===== config.mk =====
export PLATFORM = sky130hd
export DESIGN_NAME = fpu_sequencer
export DESIGN_NICKNAME = d
export VERILOG_FILES = /design/src/rtl/fpu_sequencer.sv
export SDC_FILE = /design/constraint.sdc
export NUM_CORES = 1
export LEC_CHECK = 0
export BUFFER_PORTS_ARGS = -buffer_cell sky130_fd_sc_hd__buf_2
export CORE_AREA = 8 8 45 47
export CTS_CLUSTER_DIAMETER = 30
export DETAILED_ROUTE_END_ITERATION = 10
export DIE_AREA = 0 0 53 55
export PLACE_DENSITY = 0.72
export RECOVER_POWER = 100
export SYNTH_ARGS = -nofsm -noshare
export SYNTH_HDL_FRONTEND = slang
export SYNTH_SLANG_ARGS = --single-unit

===== constraint.sdc =====
create_clock -name clk -period 1.53 [get_ports clk]
set_input_delay 0.459 -clock clk [delete_from_list [all_inputs] [get_ports clk]]
set_output_delay 0.459 -clock clk [all_outputs]
set_load 0.1 [all_outputs]

===== src/rtl/fpu_sequencer.sv =====
// Sequencer that stalls the pipeline around a multi-cycle FPU operation and
// times the write-back capture. Optional watchdog enabled by FPU_TIMEOUT_EN.
module fpu_sequencer #(
    parameter int TIMEOUT = 64
) (
    input  logic       clk,
    input  logic       reset,
    input  logic       fp_op_e,
    input  logic [4:0] fp_funct_e,
    input  logic       flush_e,
    input  logic       fpu_done,
    output logic       fpu_start,
    output logic [4:0] fpu_op,
    output logic       stall_fde,
    output logic       bubble_m,
    output logic       fp_wb_valid,
    output logic       busy,
    output logic       timeout_err
);

    typedef enum logic [2:0] {
        IDLE  = 3'd0,
        START = 3'd1,
        WAIT  = 3'd2,
        DONE  = 3'd3,
        DRAIN = 3'd4
    } state_t;

    state_t     state_r;
    logic [4:0] fpu_op_r;
    logic       issue_s;
    logic       timeout_hit_s;

    // An FP instruction is only issued if it is not being flushed this cycle.
    assign issue_s = fp_op_e & ~flush_e;

`ifdef FPU_TIMEOUT_EN
    localparam int CW = $clog2(TIMEOUT + 1);
    localparam logic [CW-1:0] CNT_LAST = CW'(TIMEOUT - 1);

    logic [CW-1:0] wdog_r;
    logic          timeout_err_r;

    // Watchdog expiry: the counter is on its last allowed cycle and nothing
    // else (flush, completion) moves the FSM out of the waiting state.
    always_comb begin
        timeout_hit_s = 1'b0;
        if (state_r == WAIT) begin
            timeout_hit_s = ~flush_e & ~fpu_done & (wdog_r == CNT_LAST);
        end else if (state_r == DRAIN) begin
            timeout_hit_s = ~fpu_done & (wdog_r == CNT_LAST);
        end else begin
            timeout_hit_s = 1'b0;
        end
    end

    // Watchdog counter restarts on every entry to WAIT or DRAIN; error is sticky.
    always_ff @(posedge clk) begin
        if (reset) begin
            wdog_r        <= {CW{1'b0}};
            timeout_err_r <= 1'b0;
        end else begin
            if ((state_r == START) || ((state_r == WAIT) && flush_e)) begin
                wdog_r <= {CW{1'b0}};
            end else if ((state_r == WAIT) || (state_r == DRAIN)) begin
                wdog_r <= wdog_r + CW'(1);
            end else begin
                wdog_r <= wdog_r;
            end
            if (timeout_hit_s) begin
                timeout_err_r <= 1'b1;
            end else begin
                timeout_err_r <= timeout_err_r;
            end
        end
    end

    assign timeout_err = timeout_err_r;
`else
    // TIMEOUT only matters when the watchdog is built.
    if (TIMEOUT < 1) begin : g_timeout_unused
    end

    assign timeout_hit_s = 1'b0;
    assign timeout_err   = 1'b0;
`endif

    // Control FSM; fpu_op is captured only on an IDLE-state issue.
    always_ff @(posedge clk) begin
        if (reset) begin
            state_r  <= IDLE;
            fpu_op_r <= 5'd0;
        end else begin
            case (state_r)
                IDLE: begin
                    if (issue_s) begin
                        fpu_op_r <= fp_funct_e;
                        state_r  <= START;
                    end else begin
                        state_r  <= IDLE;
                    end
                end
                START: begin
                    if (flush_e) begin
                        state_r <= DRAIN;
                    end else if (fpu_done) begin
                        state_r <= DONE;
                    end else begin
                        state_r <= WAIT;
                    end
                end
                WAIT: begin
                    if (flush_e) begin
                        state_r <= DRAIN;
                    end else if (fpu_done) begin
                        state_r <= DONE;
                    end else if (timeout_hit_s) begin
                        state_r <= IDLE;
                    end else begin
                        state_r <= WAIT;
                    end
                end
                DONE: begin
                    state_r <= IDLE;
                end
                DRAIN: begin
                    if (fpu_done || timeout_hit_s) begin
                        state_r <= IDLE;
                    end else begin
                        state_r <= DRAIN;
                    end
                end
                default: begin
                    state_r <= IDLE;
                end
            endcase
        end
    end

    // Outputs decode the state register; all forced low while reset is held.
    always_comb begin
        fpu_start   = 1'b0;
        fp_wb_valid = 1'b0;
        busy        = 1'b0;
        stall_fde   = 1'b0;
        if (!reset) begin
            fpu_start   = (state_r == START);
            fp_wb_valid = (state_r == DONE);
            busy        = (state_r != IDLE);
            case (state_r)
                IDLE:    stall_fde = issue_s;
                START:   stall_fde = 1'b1;
                WAIT:    stall_fde = 1'b1;
                DRAIN:   stall_fde = 1'b1;
                DONE:    stall_fde = 1'b0;
                default: stall_fde = 1'b0;
            endcase
        end else begin
            fpu_start   = 1'b0;
            fp_wb_valid = 1'b0;
            busy        = 1'b0;
            stall_fde   = 1'b0;
        end
    end

    assign bubble_m = stall_fde;
    assign fpu_op   = fpu_op_r;

endmodule


==> impl_metrics.csv <==
group,metric,value,unit
layout,multi_input_area,322.8,um2
clock_tree,clk_path_buf_depth,2,
grt,grt_pass1_wl,2104,um
drt,wl_per_cell,13.03,um
placed_design,gp_congestion,0.7891,
job,max_cap_viol_count,0,
layout,syn_to_final_growth,66.67,%
worst_setup_path,r2r_cells,5,
clock_tree,clk_latency,0.25,ns
placed_design,port-buffer-count,19,
layout,final_cells,95,
worst_setup_path,crit_required,1.07,ns
hold_path,holdCritPathClass,"in -> reg",
grt,grt_pass1_vias,484,
worst_setup_path,endpoint_kind,"primary output",
die,dieWidth,53,um
layout,nets,91,
drt,ant_nets,0,
clock_tree,htree_levels,1,
logic_synthesis,synth_ff_type,"dfxtp_1",
power,p_leak,0.3327,nW
logic_synthesis,syn_area,484.2,um2
logic_synthesis,synthTopCellsByArea,"dfxtp_1 33%, nand2b_1 13%, mux2i_1 10%, buf_4 4.7%, buf_6 4.7%",
logic_synthesis,yosysWarnings,0,
worst_setup_path,cp-start-kind,"register",
die,dieHeight,55,um
sta,hold_viol,0,
placed_design,dp.cells,92,
worst_setup_path,cp_max_fo,5,
logic_synthesis,yosysUniqueCellTypes,25,
layout,final_area,807.0,um2
clock_tree,ctsHoldBuffers,0,
drt,first_pass_iters,3,
clock_tree,clkSinkCount,8,
drt,viasPerCell,4.768,
logic_synthesis,synth_common_cells,"10 x nand2b_1, 8 x dfxtp_1, 5 x mux2i_1",
logic_synthesis,synth_edf_count,0,
clock_tree,clk_pin_slew,0.06,ns
layout,post-route-util,0.5832,
logic_synthesis,ys_seq_elements,8,
logic_synthesis,async_reset_ff_frac,0,
layout,final_layout_size_suffix_gt1_frac,0.5316,
hold_path,hold_path_depth,3,
placed_design,dp_hpwl,1027,um
die,initial_utilization,0.3499,
worst_setup_path,crit_type,"reg -> out",
grt,grt_overflow,0,
grt,grt_max_degree,13,
sta,max_freq,551.5,MHz
die,ios,21,
clock_tree,cts_root_buf,"clkbuf_4",
sta,skew,0.005443,ns
worst_setup_path,crit_arrival,1.35,ns
drt,drtIter0Drc,7,
drt,drc,0,
placed_design,placed_area,760.7,um2
logic_synthesis,synth_most_common_cell,"nand2b_1",
clock_tree,cts_tree,"built",
logic_synthesis,synth_top_area_cell,"dfxtp_1",
layout,num_antenna_cells,0,
run_status,run_status,"complete, but fails checks",
logic_synthesis,synth.yosys.seq_area_share,0.3307,
layout,nFillCells,113,
die,floorplan.die_area,2915,um2
logic_synthesis,synth_cells,54,
sta,rsz0062_at_grt,"yes",
layout,ff_latch_area,171.4,um2
logic_synthesis,synth_area_per_cell,8.967,um2
power,p_per_area,811.8,nW/um2
sta,worst_slack,-0.2833,ns
run_status,violations,"setup timing",
die,num_rows,14,
drt,wirelength,1238,um
sta,period_needed,1.813,ns
sta,fin_hold_ws,0.4644,ns
drt,dr_total_vias,453,
sta,finalSetupViolCount,5,
clock_tree,numCtsBuffers,3,
logic_synthesis,mappedNetlistNets,64,
logic_synthesis,synth_top_area_share,0.3307,
power,peakVddDrop,0.4592,mV
die,core,1384,um2
grt,antenna_found_initial,0,
sta,finalMaxSlewViolations,0,
grt,grt_usage,0.09896,
sta,finalCritPeriodShare,1.185,
[per-layer routing]
layer,vias up,routed length [um],global-route usage
met5,-,0,0
met2,8,695,0.1816
li1,233,-,-
met4,0,19,0.06466
met3,2,68,0.03209
met1,210,454,0.09285
[registers in the layout, summed over array words and instances, names as in the netlist]
name and flops:
state_r 3, fpu_op 5
[path summary, 6_finish.rpt]
kind | from | end | slack, ns
min reg2reg | fpu_op[4] | fpu_op[4] | 0.47
min | fp_funct_e[2] | fpu_op[2] | 0.46
max reg2reg | state_r[0] | state_r[2] | 0.11
max | state_r[2] | stall_fde | -0.28
[power breakdown]
group          switching (mW)  internal [mW]
clock network          0.0710         0.0897
registers              0.0106          0.216
logic                   0.174         0.0940
[logic make-up after synthesis]
logic type / share of synthesized area
buffers and inverters: 0.1240
muxes: 0.1034
AOI/OAI and AO/OA: 0.08269
xor gates and xnor gates: 0.03618
and+or+nand+nor: 0.3153
other: 0.007745
DFF: 0.3307
[critical path, cell delays in order (launching register included)]
cell and delay [ns]:
dfxtp_4 0.36, nor3_4 0.18, nand3b_1 0.14, a21oi_4 0.22
buf_12 0.20
[placed cells by master, fill, tap and decap left out]
master / count
a221oi_1: 1
conb_1: 1
nor2_4: 1
a31oi_1: 1
nor3_4: 1
nand2b_1: 10
or4b_1: 1
clkbuf_4: 3
xor2_1: 1
dfxtp_4: 3
dfxtp_1: 5
buf_12: 6
nor4b_1: 1
o21ai_2: 1
buf_6: 1
inv_4: 1
mux2i_1: 5
buf_2: 13
o21ai_1: 1
nand2_1: 1
xnor2_1: 1
or3_1: 1
nor2_1: 2
and3b_1: 1
a21oi_4: 1
buf_4: 9
nor4_4: 1
a21oi_1: 2
nand3b_1: 2
nor4bb_4: 1
[layout make-up]
type / count / area share
Inverter: 1 / 0.007752
Clock buffer: 3 / 0.02791
Multi-Input combinational cell: 38 / 0.4000
Timing Repair Buffer: 29 / 0.3271
Sequential cell: 8 / 0.2124
Tap cell: 16 / 0.02481
[per-stage QoR]
stage,setup TNS (ns),worst slack (ns),total power [mW]
floorplan,-2.383,-0.6535,0.4346
global placement,-0.4886,-0.1270,0.4938
detailed placement,-0.5807,-0.1502,0.4982
CTS,-1.219,-0.2968,0.6613
global route,-1.399,-0.3335,0.6912
finish,-1.110,-0.2833,0.6552
[what timing repair did]
action	in CTS	in global routing
gates resized for setup	10	1
endpoints found under the setup margin	6	5
pin swaps	4	1
buffers inserted	1	1
No activity file was read; power rests on OpenSTA's default activity.
